[config.mk]
export PLATFORM = sky130hd
export DESIGN_NAME = prog_loader_flat
export DESIGN_NICKNAME = d
export VERILOG_FILES = /design/src/rtl/panel_pkg.sv /design/src/rtl/prog_loader_if.sv /design/src/rtl/loader_rom.sv /design/src/rtl/prog_loader.sv /design/src/flat_wrapper.sv
export SDC_FILE = /design/constraint.sdc
export NUM_CORES = 1
export LEC_CHECK = 0
export BUFFER_PORTS_ARGS = -buffer_cell sky130_fd_sc_hd__clkbuf_2
export CORE_AREA = 3 3 83 85
export DETAILED_ROUTE_END_ITERATION = 10
export DIE_AREA = 0 0 86 88
export GPL_TIMING_DRIVEN = 1
export SYNTH_ARGS = -nofsm -noshare
export SYNTH_HDL_FRONTEND = slang
export SYNTH_SLANG_ARGS = --single-unit
[constraint.sdc]
create_clock -name clk -period 6.9 [get_ports clk]
set_clock_uncertainty 0.15 [all_clocks]
set_input_delay 0.69 -clock clk [delete_from_list [all_inputs] [get_ports clk]]
set_output_delay 0.69 -clock clk [all_outputs]
set_load 0.05 [all_outputs]
[src/rtl/panel_pkg.sv]
// Shared definitions for the panel stage: mode encodings, loader states and default timing.
package panel_pkg;

  localparam logic [1:0] MODE_STOP  = 2'b00;
  localparam logic [1:0] MODE_LOAD  = 2'b01;
  localparam logic [1:0] MODE_CHECK = 2'b10;
  localparam logic [1:0] MODE_RUN   = 2'b11;

  typedef enum logic [3:0] {
    LD_IDLE    = 4'd0,
    LD_ENTER   = 4'd1,
    LD_PRESENT = 4'd2,
    LD_STROBE  = 4'd3,
    LD_GAP     = 4'd4,
    LD_FINISH  = 4'd5,
    LD_HOLD    = 4'd6,
    LD_VERIFY  = 4'd7,
    LD_VSTROBE = 4'd8,
    LD_VGAP    = 4'd9
  } loader_state_e;

  // Plain-vector copies of the states for the legacy-style state register
  localparam logic [3:0] ST_IDLE    = LD_IDLE;
  localparam logic [3:0] ST_ENTER   = LD_ENTER;
  localparam logic [3:0] ST_PRESENT = LD_PRESENT;
  localparam logic [3:0] ST_STROBE  = LD_STROBE;
  localparam logic [3:0] ST_GAP     = LD_GAP;
  localparam logic [3:0] ST_FINISH  = LD_FINISH;
  localparam logic [3:0] ST_HOLD    = LD_HOLD;
  localparam logic [3:0] ST_VERIFY  = LD_VERIFY;
  localparam logic [3:0] ST_VSTROBE = LD_VSTROBE;
  localparam logic [3:0] ST_VGAP    = LD_VGAP;

  localparam int DEF_ADDR_W        = 8;
  localparam int DEF_STROBE_CYCLES = 8;
  localparam int DEF_GAP_CYCLES    = 8;
  localparam int DEF_SETTLE_CYCLES = 4;

  function automatic int max3(input int a, input int b, input int c);
    int m;
    m = (a > b) ? a : b;
    return (m > c) ? m : c;
  endfunction

endpackage

[src/rtl/prog_loader_if.sv]
// Panel bus between the loader and the CPU/RAM/display top level.
// PROG_LOADER_VERIFY_EN adds the RAM check_out readback byte.
interface prog_loader_if;
  logic       sw1;
  logic       sw2;
  logic       a1;
  logic [7:0] d;
`ifdef PROG_LOADER_VERIFY_EN
  logic [7:0] check_in;

  modport master (output sw1, sw2, a1, d, input check_in);
  modport slave  (input sw1, sw2, a1, d, output check_in);
`else
  modport master (output sw1, sw2, a1, d);
  modport slave  (input sw1, sw2, a1, d);
`endif
endinterface

[src/rtl/loader_rom.sv]
// Program image for the loader; combinational read. Bytes 0..2 hold the
// bring-up program, the rest a fixed address-derived fill pattern.
module loader_rom #(
  parameter int ADDR_W = 8
) (
  input  logic [ADDR_W-1:0] addr,
  output logic [7:0]        data
);

  // ROM lookup
  always_comb begin
    case (addr)
      ADDR_W'(0): data = 8'h11;
      ADDR_W'(1): data = 8'h22;
      ADDR_W'(2): data = 8'h33;
      default:    data = 8'(addr) ^ 8'h5A;
    endcase
  end

endmodule

[src/rtl/prog_loader.sv]
// Panel loader: passes manual switches through when idle, and on start writes
// the ROM image into RAM via timed A1 strobes. Optional: PROG_LOADER_VERIFY_EN.
module prog_loader
  import panel_pkg::*;
#(
  parameter int ADDR_W        = DEF_ADDR_W,
  parameter int STROBE_CYCLES = DEF_STROBE_CYCLES,
  parameter int GAP_CYCLES    = DEF_GAP_CYCLES,
  parameter int SETTLE_CYCLES = DEF_SETTLE_CYCLES,
  parameter int AUTO_RUN      = 1
) (
  input  logic              clk,
  input  logic              rst,
  input  logic              start,
  input  logic [ADDR_W:0]   prog_len,
  input  logic              man_sw1,
  input  logic              man_sw2,
  input  logic              man_a1,
  input  logic [7:0]        man_d,
  prog_loader_if.master     pnl,
  output logic              busy,
  output logic              done,
`ifdef PROG_LOADER_VERIFY_EN
  output logic              verr,
  output logic [ADDR_W-1:0] err_idx,
`endif
  output logic [ADDR_W-1:0] load_idx
);

  localparam int CNT_W = $clog2(max3(STROBE_CYCLES, GAP_CYCLES, SETTLE_CYCLES)) + 1;
  localparam logic [1:0] FINAL_MODE = (AUTO_RUN != 0) ? MODE_RUN : MODE_STOP;

  function automatic logic [CNT_W-1:0] cyc(input int n);
    return CNT_W'(n - 1);
  endfunction

  logic [3:0]        state_r, state_s;
  logic [CNT_W-1:0]  cnt_r, cnt_s;
  logic [ADDR_W:0]   len_r, len_s;
  logic [ADDR_W-1:0] idx_r, idx_s, rom_addr_s;
  logic              sw1_r, sw1_s, sw2_r, sw2_s, a1_r, a1_s;
  logic [7:0]        d_r, d_s, rom_s;
  logic              busy_r, busy_s, done_r, done_s;
  logic              cnt_done_s, last_s;
`ifdef PROG_LOADER_VERIFY_EN
  logic              verr_r, verr_s;
  logic [ADDR_W-1:0] err_idx_r, err_idx_s;
`endif

  // In GAP the next byte is fetched ahead so it lands in d on entry to PRESENT
  assign rom_addr_s = (state_r == ST_GAP) ? (idx_r + ADDR_W'(1)) : idx_r;
  assign cnt_done_s = (cnt_r == '0);
  assign last_s     = ({1'b0, idx_r} == (len_r - (ADDR_W+1)'(1)));

  loader_rom #(.ADDR_W(ADDR_W)) u_rom (
    .addr (rom_addr_s),
    .data (rom_s)
  );

  // Next-state and next-output computation for the load sequencer
  always_comb begin
    state_s = state_r;
    cnt_s   = cnt_done_s ? cnt_r : (cnt_r - CNT_W'(1));
    len_s   = len_r;
    idx_s   = idx_r;
    busy_s  = busy_r;
    done_s  = done_r;
    sw1_s   = sw1_r;
    sw2_s   = sw2_r;
    a1_s    = a1_r;
    d_s     = d_r;
`ifdef PROG_LOADER_VERIFY_EN
    verr_s    = verr_r;
    err_idx_s = err_idx_r;
`endif
    case (state_r)
      ST_IDLE, ST_HOLD: begin
        if (start) begin
          state_s        = ST_ENTER;
          cnt_s          = cyc(SETTLE_CYCLES);
          len_s          = prog_len;
          idx_s          = '0;
          busy_s         = 1'b1;
          done_s         = 1'b0;
          {sw1_s, sw2_s} = MODE_LOAD;
          a1_s           = 1'b0;
          d_s            = 8'h00;
`ifdef PROG_LOADER_VERIFY_EN
          verr_s    = 1'b0;
          err_idx_s = '0;
`endif
        end else if ((state_r == ST_IDLE) || ({man_sw1, man_sw2} != FINAL_MODE)) begin
          state_s = ST_IDLE;
          sw1_s   = man_sw1;
          sw2_s   = man_sw2;
          a1_s    = man_a1;
          d_s     = man_d;
        end else begin
          {sw1_s, sw2_s} = FINAL_MODE;
          a1_s           = 1'b0;
          d_s            = 8'h00;
        end
      end
      ST_ENTER: begin
        if (cnt_done_s && (len_r == '0)) begin
          state_s        = ST_FINISH;
          {sw1_s, sw2_s} = FINAL_MODE;
        end else if (cnt_done_s) begin
          state_s = ST_PRESENT;
          cnt_s   = cyc(GAP_CYCLES);
          d_s     = rom_s;
        end else begin
          state_s = ST_ENTER;
        end
      end
      ST_PRESENT: begin
        if (cnt_done_s) begin
          state_s = ST_STROBE;
          cnt_s   = cyc(STROBE_CYCLES);
          a1_s    = 1'b1;
        end else begin
          state_s = ST_PRESENT;
        end
      end
      ST_STROBE: begin
        if (cnt_done_s) begin
          state_s = ST_GAP;
          cnt_s   = cyc(GAP_CYCLES);
          a1_s    = 1'b0;
        end else begin
          state_s = ST_STROBE;
        end
      end
      ST_GAP: begin
        if (cnt_done_s && last_s) begin
`ifdef PROG_LOADER_VERIFY_EN
          state_s        = ST_VERIFY;
          cnt_s          = cyc(GAP_CYCLES);
          idx_s          = '0;
          {sw1_s, sw2_s} = MODE_CHECK;
          d_s            = 8'h00;
`else
          state_s        = ST_FINISH;
          {sw1_s, sw2_s} = FINAL_MODE;
          d_s            = 8'h00;
`endif
        end else if (cnt_done_s) begin
          state_s = ST_PRESENT;
          cnt_s   = cyc(GAP_CYCLES);
          idx_s   = idx_r + ADDR_W'(1);
          d_s     = rom_s;
        end else begin
          state_s = ST_GAP;
        end
      end
`ifdef PROG_LOADER_VERIFY_EN
      ST_VERIFY: begin
        if (cnt_done_s) begin
          state_s = ST_VSTROBE;
          cnt_s   = cyc(STROBE_CYCLES);
          a1_s    = 1'b1;
        end else begin
          state_s = ST_VERIFY;
        end
      end
      ST_VSTROBE: begin
        if (cnt_done_s) begin
          state_s = ST_VGAP;
          cnt_s   = cyc(GAP_CYCLES);
          a1_s    = 1'b0;
        end else begin
          state_s = ST_VSTROBE;
        end
      end
      ST_VGAP: begin
        // rom_s is addressed by idx_r here, so it is the byte under check
        if (cnt_done_s && (pnl.check_in != rom_s) && !verr_r) begin
          verr_s    = 1'b1;
          err_idx_s = idx_r;
        end else begin
          verr_s = verr_r;
        end
        if (cnt_done_s && last_s) begin
          state_s        = ST_FINISH;
          {sw1_s, sw2_s} = FINAL_MODE;
        end else if (cnt_done_s) begin
          state_s = ST_VSTROBE;
          cnt_s   = cyc(STROBE_CYCLES);
          idx_s   = idx_r + ADDR_W'(1);
          a1_s    = 1'b1;
        end else begin
          state_s = ST_VGAP;
        end
      end
`endif
      ST_FINISH: begin
        state_s        = ST_HOLD;
        busy_s         = 1'b0;
        done_s         = 1'b1;
        {sw1_s, sw2_s} = FINAL_MODE;
        a1_s           = 1'b0;
        d_s            = 8'h00;
      end
      default: begin
        state_s = ST_IDLE;
        busy_s  = 1'b0;
        a1_s    = 1'b0;
      end
    endcase
  end

  // State, counter and registered outputs; reset clears everything on the same edge
  always_ff @(posedge clk) begin
    if (rst) begin
      state_r <= ST_IDLE;
      cnt_r   <= '0;
      len_r   <= '0;
      idx_r   <= '0;
      busy_r  <= 1'b0;
      done_r  <= 1'b0;
      sw1_r   <= 1'b0;
      sw2_r   <= 1'b0;
      a1_r    <= 1'b0;
      d_r     <= 8'h00;
`ifdef PROG_LOADER_VERIFY_EN
      verr_r    <= 1'b0;
      err_idx_r <= '0;
`endif
    end else begin
      state_r <= state_s;
      cnt_r   <= cnt_s;
      len_r   <= len_s;
      idx_r   <= idx_s;
      busy_r  <= busy_s;
      done_r  <= done_s;
      sw1_r   <= sw1_s;
      sw2_r   <= sw2_s;
      a1_r    <= a1_s;
      d_r     <= d_s;
`ifdef PROG_LOADER_VERIFY_EN
      verr_r    <= verr_s;
      err_idx_r <= err_idx_s;
`endif
    end
  end

  assign pnl.sw1  = sw1_r;
  assign pnl.sw2  = sw2_r;
  assign pnl.a1   = a1_r;
  assign pnl.d    = d_r;
  assign busy     = busy_r;
  assign done     = done_r;
  assign load_idx = idx_r;
`ifdef PROG_LOADER_VERIFY_EN
  assign verr    = verr_r;
  assign err_idx = err_idx_r;
`endif

endmodule
[src/flat_wrapper.sv]
// flat-port wrapper written by rule: the top's interface ports become plain ports
module prog_loader_flat import panel_pkg::*;
#(
  parameter int ADDR_W        = DEF_ADDR_W,
  parameter int STROBE_CYCLES = DEF_STROBE_CYCLES,
  parameter int GAP_CYCLES    = DEF_GAP_CYCLES,
  parameter int SETTLE_CYCLES = DEF_SETTLE_CYCLES,
  parameter int AUTO_RUN      = 1
)
  (clk, rst, start, prog_len, man_sw1, man_sw2, man_a1, man_d, busy, done, load_idx, pnl_sw1, pnl_sw2, pnl_a1, pnl_d);
  prog_loader_if pnl_i ();
  input  logic clk;
  input  logic rst;
  input  logic start;
  input  logic [ADDR_W:0] prog_len;
  input  logic man_sw1;
  input  logic man_sw2;
  input  logic man_a1;
  input  logic [7:0] man_d;
  output logic busy;
  output logic done;
  output logic [ADDR_W-1:0] load_idx;
  output wire logic [$bits(pnl_i.sw1)-1:0] pnl_sw1;
  output wire logic [$bits(pnl_i.sw2)-1:0] pnl_sw2;
  output wire logic [$bits(pnl_i.a1)-1:0] pnl_a1;
  output wire logic [$bits(pnl_i.d)-1:0] pnl_d;
  assign pnl_sw1 = pnl_i.sw1;
  assign pnl_sw2 = pnl_i.sw2;
  assign pnl_a1 = pnl_i.a1;
  assign pnl_d = pnl_i.d;
  prog_loader #(.ADDR_W(ADDR_W), .STROBE_CYCLES(STROBE_CYCLES), .GAP_CYCLES(GAP_CYCLES), .SETTLE_CYCLES(SETTLE_CYCLES), .AUTO_RUN(AUTO_RUN)) u_core (.clk(clk), .rst(rst), .start(start), .prog_len(prog_len), .man_sw1(man_sw1), .man_sw2(man_sw2), .man_a1(man_a1), .man_d(man_d), .pnl(pnl_i), .busy(busy), .done(done), .load_idx(load_idx));
endmodule
# After elaboration in Yosys (flattened, before gate mapping)
# Cells that the tools add are included.
# W data, S select, Z words.
# word_totals
regBits	38
in_bits	23
elab_cells	100
# classes
n_addsub	3
n_eq_ne	19
muxes	44
n_bitwise	3
reduce_logical	21
# ops
cell	count
$mux W8	9
$mux W4	9
$pmux W8 S4	1
$pmux W4 S6	1
$pmux W8 S3	1
$pmux W4 S4	1
$pmux W8 S2	1
$mux W1	13
$eq A4 B3 Y1 const B	3
$pmux W1 S4	3
$ne A2 B2 Y1 const B	5
$eq A8 B9 Y1	1
$logic_not A9 Y1	1
$sub A9 B1 Y9 const B	1
$add A8 B1 Y8 const B	1
$eq A4 B2 Y1 const B	2
$eq A8 B1 Y1 const B	1
$eq A8 B2 Y1 const B	1
$logic_not A4 Y1	2
$logic_not A8 Y1	1
$ne A2 B1 Y1 const B	4
$reduce_and A2 Y1	4
$mux W3	2
$reduce_and A3 Y1	2
other kinds (14)	20

# Logic depth before layout (Yosys ltp)
# Gate-level depths: netlist (run 1).
# depth
depth_word	7
depth_mapped	10

# By module
# Synthesis (run 1) repeated with hierarchy kept, for this count alone.
# hier_totals
cells_unflattened	386
area_unflattened_um2	2836.5
# modules_own_cells
module	n_inst	cells_per_inst	area_per_inst_um2	seq_area_each_um2
prog_loader	1	371	2741.4	740.7
loader_rom	1	15	95.1	0.0

# Least setup slack after synthesis (run 1)
# No wires, ideal clock.
# synth_timing
path_type	register to register
startpoint	register u_core.idx_r[7], in the netlist u_core.load_idx[7]
endpoint	register u_core.idx_r[2], in the netlist u_core.load_idx[2]
setup_time_ns	0.074
arrival_ns	2.221
path_slack_ns	4.455
path_stages_with_launch	9
n_path_buf	1
synth_period_minus_slack_ns	2.445
path_cell_list	dfxtp_1 buf_2 xor2_1 o21ai_0 a31oi_1 o31a_2 o21bai_4 or3b_1 a31oi_1
# synth_via
elab_chain_len	4
# synth_rtl
element	line_no	text
start: declaration	prog_loader.sv:40	logic [ADDR_W-1:0] idx_r, idx_s, rom_addr_s;
start signal: assignment	prog_loader.sv:233	idx_r <= idx_s;
$eq A8 B9 Y1	prog_loader.sv:53	assign last_s = ({1'b0, idx_r} == (len_r - (ADDR_W+1)'(1)));
$logic_and A1 B1 Y1	prog_loader.sv:135	if (cnt_done_s && last_s) begin
$ne A2 B2 Y1 (no line)	n/a	
$reduce_and A4 Y1 (no line)	n/a	
# Every way passes these cells.
# A chain may end at the register's enable or synchronous reset.

# Worst setup path in the final report (run 1)
# layout_timing
startpoint	register u_core.state_r[0]
endpoint	register u_core.d_r[6], in the netlist u_core.pnl.d[6]
# layout_via
elab_chain_len	7
elab_cells_between_ends	22
classes_between	7 x eq/ne; 8 x mux; 1 x bitwise; 6 x reduce/logical
# layout_rtl
element	line_no	text
start: declaration	prog_loader.sv:37	logic [3:0] state_r, state_s;
start signal: assignment	prog_loader.sv:230	state_r <= state_s;
$eq A4 B3 Y1	prog_loader.sv:51, prog_loader.sv:76	
$mux W8	prog_loader.sv:51	assign rom_addr_s = (state_r == ST_GAP) ? (idx_r + ADDR_W'(1)) : idx_r;
$eq A8 B2 Y1, or another cell as far along	loader_rom.sv:12	case (addr)
$pmux W8 S3	loader_rom.sv:12	
$mux W8	prog_loader.sv:108, prog_loader.sv:147	
$mux W8, on equally long branches	prog_loader.sv:135, prog_loader.sv:105	
$pmux W8 S4	prog_loader.sv:76	case (state_r)
end signal: assignment	prog_loader.sv:239	d_r <= d_s;
end: declaration	prog_loader.sv:42	logic [7:0] d_r, d_s, rom_s;
# Several ways; a longest one is shown, not always the timed one. The select of a mux whose other input is x is not followed.

==> results of run 1 <==
[per-stage QoR]
| stage | hold WS (ns) | std cells | instance area [sq um] | util (%) |
|---|---|---|---|---|
| floorplan | 0.321 | 357 | 2640 | - |
| finish | 0.314 | 462 | 2950 | 47.1 |
| global route | 0.344 | 462 | 2950 | 47.1 |
| global placement | 0.303 | 454 | 2870 | 45.8 |
| detailed placement | 0.309 | 454 | 2870 | 45.8 |
| CTS | 0.321 | 462 | 2950 | 47.1 |
[tightest hold or removal path: cells and delay by family, from the launching register on]
| kind | cells | cell delay, ns |
|---|---|---|
| buffers and inverters | 1 | 0.05 |
| DFF | 1 | 0.32 |
| AOI/OAI and AO/OA | 1 | 0.06 |
[flip-flops by register name, summed over array words and instances, names as in the netlist]
register         count
u_core.pnl.a1        1
u_core.pnl.sw1       1
u_core.state_r       3
u_core.load_idx      8
u_core.done          1
u_core.len_r         9
u_core.busy          1
u_core.pnl.d         8
u_core.cnt_r         4
u_core.pnl.sw2       1
[how the worst max path moves through the flow]
stage | endpoint | slack, ns
6_report | u_core.pnl.d[6]$_SDFFE_PP0P_ | 3.76
5_1_grt | u_core.pnl.d[6]$_SDFFE_PP0P_ | 3.48
3_3_place_gp | u_core.pnl.d[3]$_SDFFE_PP0P_ | 3.86
4_1_cts | u_core.pnl.d[6]$_SDFFE_PP0P_ | 3.78
3_5_place_dp | u_core.pnl.d[6]$_SDFFE_PP0P_ | 3.81
2_1_floorplan | u_core.load_idx[2]$_SDFFE_PP0P_ | 4.45
[where the power goes]
group,switching (mW),internal [mW],leakage [nW]
clock network,0.0785,0.0719,0.0395
registers,0.0380,0.245,0.303
logic,0.248,0.129,0.831
[final cells by class]
cell class / count / area, sq um
well taps: 77 / 96.3
repair buffers: 46 / 238
clock buffers: 8 / 80.1
flip-flops and latches: 37 / 741
multi-input cells: 278 / 1740
inverters: 16 / 60.1
fillers: 641 / 3320
[metal layers]
metal	wire length, microns	global-route usage (%)
met5	0	0
met4	116	5.90
met3	274	3.67
met2	3100	29.4
met1	3390	26.3
[logic make-up (layout without fill, tap and decap cells)]
group                      after synthesis  in the layout  share of synthesized area [%]
DFF                                     37             37                           28.1
xor gates and xnor gates                16             16                           5.32
AOI/OAI and AO/OA                      115            115                           29.9
and+or+nand+nor                        136            136                           25.8
adders and majority gates                5              5                           2.37
buffers and inverters                   42             70                           6.17
muxes                                    6              6                           2.28
[synthesized netlist by cell type, drive strengths merged, types with 2 or more instances]
cell / number
a21oi: 35
a221oi: 3
xnor2: 9
nand3: 12
a31oi: 10
a22oi: 5
mux2i: 6
a311oi: 2
o32ai: 2
nand2: 52
nand4: 2
inv: 14
clkinv: 2
o31ai: 3
dfxtp: 37
a32o: 3
or3: 4
a21o: 2
nor2: 25
a2111oi: 2
xor2: 7
a22o: 2
or3b: 2
ha: 5
o21ai: 22
o31a: 3
a211oi: 4
o22ai: 2
nor4: 5
nand2b: 4
and3: 4
o211ai: 3
nor2b: 4
clkbuf: 22
nor3: 17
o21a: 4
a41oi: 2
buf: 4
==> metrics.yaml, run 1 <==
outcome:
  outcome: "completed"
floorplanning:
  die_x_microns: 86
  die_y_microns: 88
  initial_core_util_pct: 42.0
  io-pin-count: 44
  die-area_sq_um: 7570
  rows: 29
  core_region_area_sq_um: 6280
route:
  drt_wl_total_mm: 6.89
  vias: 2640
  vias_per_cell: 5.71
  dr.pass1.iters: 4
  drtAntennaViolNets: 0
  drc: 0
  wl_per_cell_microns: 14.9
  drt_iter0_markers: 168
setup_path:
  worst-path-buf-inv: 1
  critPathCaptureType: "flop"
  arrival_ns: 3.20
  r2r_end: "u_core.pnl.d[6]$_SDFFE_PP0P_"
  critPathRequiredTime_ns: 6.96
  crit_slowest_cell: "dfxtp_1"
  cp_max_fo: 24
  r2r_setup_slack_ns: 3.76
  cp_top_family: "simple AND/OR/NAND/NOR gates"
  r2r_cells: 8
  worstSetupPathType: "reg -> reg"
  r2r_start: "u_core.state_r[0]$_SDFFE_PP0P_"
  startpoint: "u_core.state_r[0]$_SDFFE_PP0P_"
  critPathMaxStageDelay_ns: 0.78
  crit_cells: 8
  worstPathCellList: "or3b_2 > clkinv_1 > ha_1 > nor2_1 > nor4_4 > o31ai_1 > nand3_1 > a21oi_1"
  startpoint_type: "flop"
synthesis:
  yosysWarnings: 0
  ys_ff_latch: 37
  ys.flop_type: "dfxtp_1"
  synthCells: 357
  postSynth.asyncResetShare_pct: 0
  syn_nets: 385
  yosys-top-cells-area: "dfxtp_1 28%, nand2_1 7.4%, a21oi_1 6.6%"
  yosys.cell_types.count: 58
  synth_edf_count: 0
  netlist_area_sq_um: 2640
  ys_seq_area_share_pct: 28.1
  synth.top_cell.area_share_pct: 28.1
  syn_avg_cell_area_sq_um: 7.38
  synth.largest_area_cell: "dfxtp_1"
power:
  vdd_ir_drop_max_mv: 0.144
  leakage_nw: 1.17
  powerDensity_nw_per_um2: 274
  finalPower_uw: 811
cells_and_area:
  drive_gt1_share_pct: 16.6
  antennaDiodeCount: 0
  mostFrequentLayoutCell: "nand2_1"
  area_growth_pct: 12.1
  nNetsFinal: 412
  mostFrequentLayoutCells: "52 x nand2_1, 43 x clkbuf_2, 37 x dfxtp_1"
flow_run:
  cap_violations: 0
sta:
  drv_slew: 0
  fin_ws_ns: 3.76
  fmax_ghz: 0.319
  rsz0062_at_grt: "false"
  worst_pin_slew_ns: 0.695
  final-setup-viol-count: 0
  finalHoldViolCount: 0
  fin_crit_ns: 3.14
  min_period_over_period_pct: 45.4
  slew_headroom_pct: 53.6
  fin_tns_setup_ns: 0
place:
  post-place-ws_ns: 3.81
  dpl.hpwl_mm: 4.95
  place_congestion: 0.830
  port_buffers: 43
clock_tree:
  insertion_delay_ns: 0.30
  cts_made_buffers: 5
  post_cts_resized: 0
  post_cts_buffers: 0
  cts.sinks: 37
  hold_buffers: 0
  path_clk_slew_ns: 0.08
  cts.htree.levels: 2
  cts_tree: "yes"
  clk_path_buf_depth: 2
  cts_root_buf: "clkbuf_8"
global_route:
  antenna_found_initial: 0
  grt_pass1_wl_mm: 11.5
  grt_usage_pct: 18.9
  gr-total-overflow: 0
  grt_max_degree: 31
  grt_pass1_vias: 2314
min_path:
  holdPathStages: 2
  whs_endpoint: "u_core.pnl.a1$_SDFFE_PP0P_"
  hold_path_class: "reg -> reg"
  hold_start: "u_core.pnl.a1$_SDFFE_PP0P_"
Note: power is estimated with default switching activity, not from simulation.
==> inputs of run 2 (changes only) <==
==> constraint.sdc (replaced) <==
create_clock -name clk -period 2.7 [get_ports clk]
set_clock_uncertainty 0.15 [all_clocks]
set_input_delay 0.27 -clock clk [delete_from_list [all_inputs] [get_ports clk]]
set_output_delay 0.27 -clock clk [all_outputs]
set_load 0.05 [all_outputs]
==> metrics.yaml, run 2 (synthesis results as in run 1) <==
setup_path:
  crit_slowest_cell: "dfxtp_1"  # unchanged
  crit_path_end: "u_core.load_idx[5]$_SDFFE_PP0P_"  # was u_core.pnl.d[6]$_SDFFE_PP0P_
  startpoint: "u_core.len_r[0]$_SDFFE_PP0P_"  # was u_core.state_r[0]$_SDFFE_PP0P_
  worstSetupPathType: "reg -> reg"  # unchanged
  startpoint_type: "flop"  # unchanged
  r2r_start: "u_core.len_r[0]$_SDFFE_PP0P_"  # was u_core.state_r[0]$_SDFFE_PP0P_
  critPathMaxStageDelay_ns: 0.43  # was 0.78 ns
  critPathCaptureType: "flop"  # unchanged
  r2r_setup_slack_ns: 0.20  # was 3.76 ns
  arrival_ns: 2.53  # was 3.20 ns
  r2r_end: "u_core.load_idx[5]$_SDFFE_PP0P_"  # was u_core.pnl.d[6]$_SDFFE_PP0P_
  cp_max_fo: 6  # was 24
  critPathRequiredTime_ns: 2.73  # was 6.96 ns
  worstPathCellList: "inv_1 > ha_1 > nor2b_1 > or3_1 > a31oi_1 > o211ai_4 > nor2_2 > nor2_1 > a32o_1"  # was or3b_2 > clkinv_1 > ha_1 > nor2_1 > nor4_4 > o31ai_1 > nand3_1 > a21oi_1
  r2r_cells: 9  # was 8
floorplanning:
  die_x_microns: 86  # unchanged
  initial_core_util_pct: 42.0  # unchanged
  core_region_area_sq_um: 6280  # unchanged
  rows: 29  # unchanged
  io-pin-count: 44  # unchanged
  die-area_sq_um: 7570  # unchanged
  die_y_microns: 88  # unchanged
cells_and_area:
  final_cell_area_sq_um: 3120  # was 2950 sq um
  final_cells: 477  # was 462
  fin_util_pct: 49.7  # was 47.1%
  drive_gt1_share_pct: 20.5  # was 16.6%
  mostFrequentLayoutCell: "nand2_1"  # unchanged
  mostFrequentLayoutCells: "52 x nand2_1, 44 x clkbuf_2, 37 x dfxtp_1"  # was 52 x nand2_1, 43 x clkbuf_2, 37 x dfxtp_1
  area_growth_pct: 18.3  # was 12.1%
  largest_register: "u_core.len_r"  # unchanged
  antennaDiodeCount: 0  # unchanged
  nNetsFinal: 427  # was 412
  largest_reg_flops: 9  # unchanged
route:
  drtAntennaViolNets: 0  # unchanged
  drt_iter0_markers: 161  # was 168
  drt_wl_total_mm: 7.09  # was 6.89 mm
  vias_per_cell: 5.63  # was 5.71
  vias: 2685  # was 2640
  dr.pass1.iters: 4  # unchanged
  drc: 0  # unchanged
  wl_per_cell_microns: 14.9  # about the same
power:
  leakage_nw: 1.28  # was 1.17 nW
  powerDensity_nw_per_um2: 747  # was 274 nW/um^2
  vdd_ir_drop_max_mv: 0.379  # was 0.144 mV
  comb_power_share_pct: 45.1  # was 46.5%
  p_clk_share_pct: 24.9  # was 18.6%
  p_sw_uw: 962  # was 364 uW
  seq_power_share_pct: 30.1  # was 35.0%
  p_int_mw: 1.37  # was 446 uW
  swShare_pct: 41.3  # was 44.9%
sta:
  drv_slew: 0  # unchanged
  worst_pin_slew_ns: 0.518  # was 0.695 ns
  min_period_over_period_pct: 92.5  # was 45.4%
  fin_crit_ns: 2.50  # was 3.14 ns
  rsz0062_at_grt: "false"  # unchanged
  fin_tns_setup_ns: 0  # unchanged
  final-setup-viol-count: 0  # unchanged
  finalHoldViolCount: 0  # unchanged
  fmax_ghz: 0.401  # was 0.319 GHz
  slew_headroom_pct: 65.2  # was 53.6%
place:
  place_area_sq_um: 2980  # was 2870 sq um
  dp.cells: 468  # was 454
  place_congestion: 0.826  # was 0.830
  port_buffers: 43  # unchanged
  dpl.hpwl_mm: 5.27  # was 4.95 mm
flow_run:
  cap_violations: 0  # unchanged
outcome:
  outcome: "completed"  # unchanged
global_route:
  antenna_found_initial: 0  # unchanged
  grt_pass1_wl_mm: 12.2  # was 11.5 mm
  grt_max_degree: 30  # was 31
  grt_pass1_vias: 2524  # was 2314
  grt_usage_pct: 19.7  # was 18.9%
  gr-total-overflow: 0  # unchanged
clock_tree:
  post_cts_buffers: 0  # unchanged
  post_cts_resized: 0  # unchanged
  clk_path_buf_depth: 2  # unchanged
  cts.sinks: 37  # unchanged
  cts.htree.levels: 2  # unchanged
  path_clk_slew_ns: 0.08  # about the same
  cts_root_buf: "clkbuf_8"  # unchanged
  cts_tree: "yes"  # unchanged
  insertion_delay_ns: 0.29  # was 0.30 ns
  hold_buffers: 0  # unchanged
  cts_made_buffers: 5  # unchanged
min_path:
  hold_path_class: "in -> reg"  # was reg -> reg
run 2: cell types whose count changed in the layout (fill, tap and decap cells not counted), sizes merged:
cell and delta:
bufinv +2, clkbuf -2, clkinv +1, buf +14
run 2: area by class of cell:
| type | instances | area (sq um) |
|---|---|---|
| flip-flops and latches | 37 | 741 |
| clock buffers | 5 | 68.8 |
| fillers | 661 | 3160 |
| inverters | 16 | 60.1 |
| repair buffers | 61 | 348 |
| clock inverters | 3 | 65.1 |
| well taps | 77 | 96.3 |
| multi-input cells | 278 | 1740 |
run 2: per-stage QoR:
step	setup slack [ns]	hold WS (ns)	power [mW]
after floorplan	0.255	0.256	1.48
after global placement	0.257	0.306	1.75
after detailed placement	0.193	0.309	1.76
after CTS	0.173	0.0337	2.35
after global routing	0.0136	0.0453	2.50
final	0.203	0.0413	2.33
run 2: worst max-delay path, delay by kind of cell, from the launching register on:
family,cells,cell delay [ns]
buffers and inverters,1,0.07
adder cells (fa/ha/maj),1,0.20
AO/OA/AOI/OAI,3,0.69
flip-flops,1,0.43
AND/OR/NAND/NOR,4,0.85
run 2: power by group through the flow:
stage	combinational [mW]	sequential [mW]	clock, mW
2_1_floorplan	0.655	0.821	0
3_3_place_gp	1.04	0.709	0
3_5_place_dp	1.05	0.711	0
4_1_cts	1.05	0.699	0.597
5_1_grt	1.17	0.712	0.619
6_report	1.05	0.700	0.579
run 2: how the worst min path moves through the flow:
stage,from,endpoint,slack (ns),cells past startpoint
after floorplan,prog_len[1],u_core.len_r[1]$_SDFFE_PP0P_,0.26,2
after global placement,u_core.pnl.a1$_SDFFE_PP0P_,u_core.pnl.a1$_SDFFE_PP0P_,0.31,2
after detailed placement,u_core.pnl.a1$_SDFFE_PP0P_,u_core.pnl.a1$_SDFFE_PP0P_,0.31,2
after CTS,prog_len[5],u_core.len_r[5]$_SDFFE_PP0P_,0.03,3
after global routing,prog_len[5],u_core.len_r[5]$_SDFFE_PP0P_,0.05,3
final,prog_len[7],u_core.len_r[7]$_SDFFE_PP0P_,0.04,3
run 2: routing by layer:
metal / GRT usage [%] / part of all wire, %
met1: 28.1 / 50
met2: 31.7 / 46
met3: 3.10 / 4.1
met4: 3.74 / 0.63
met5: 0 / 0
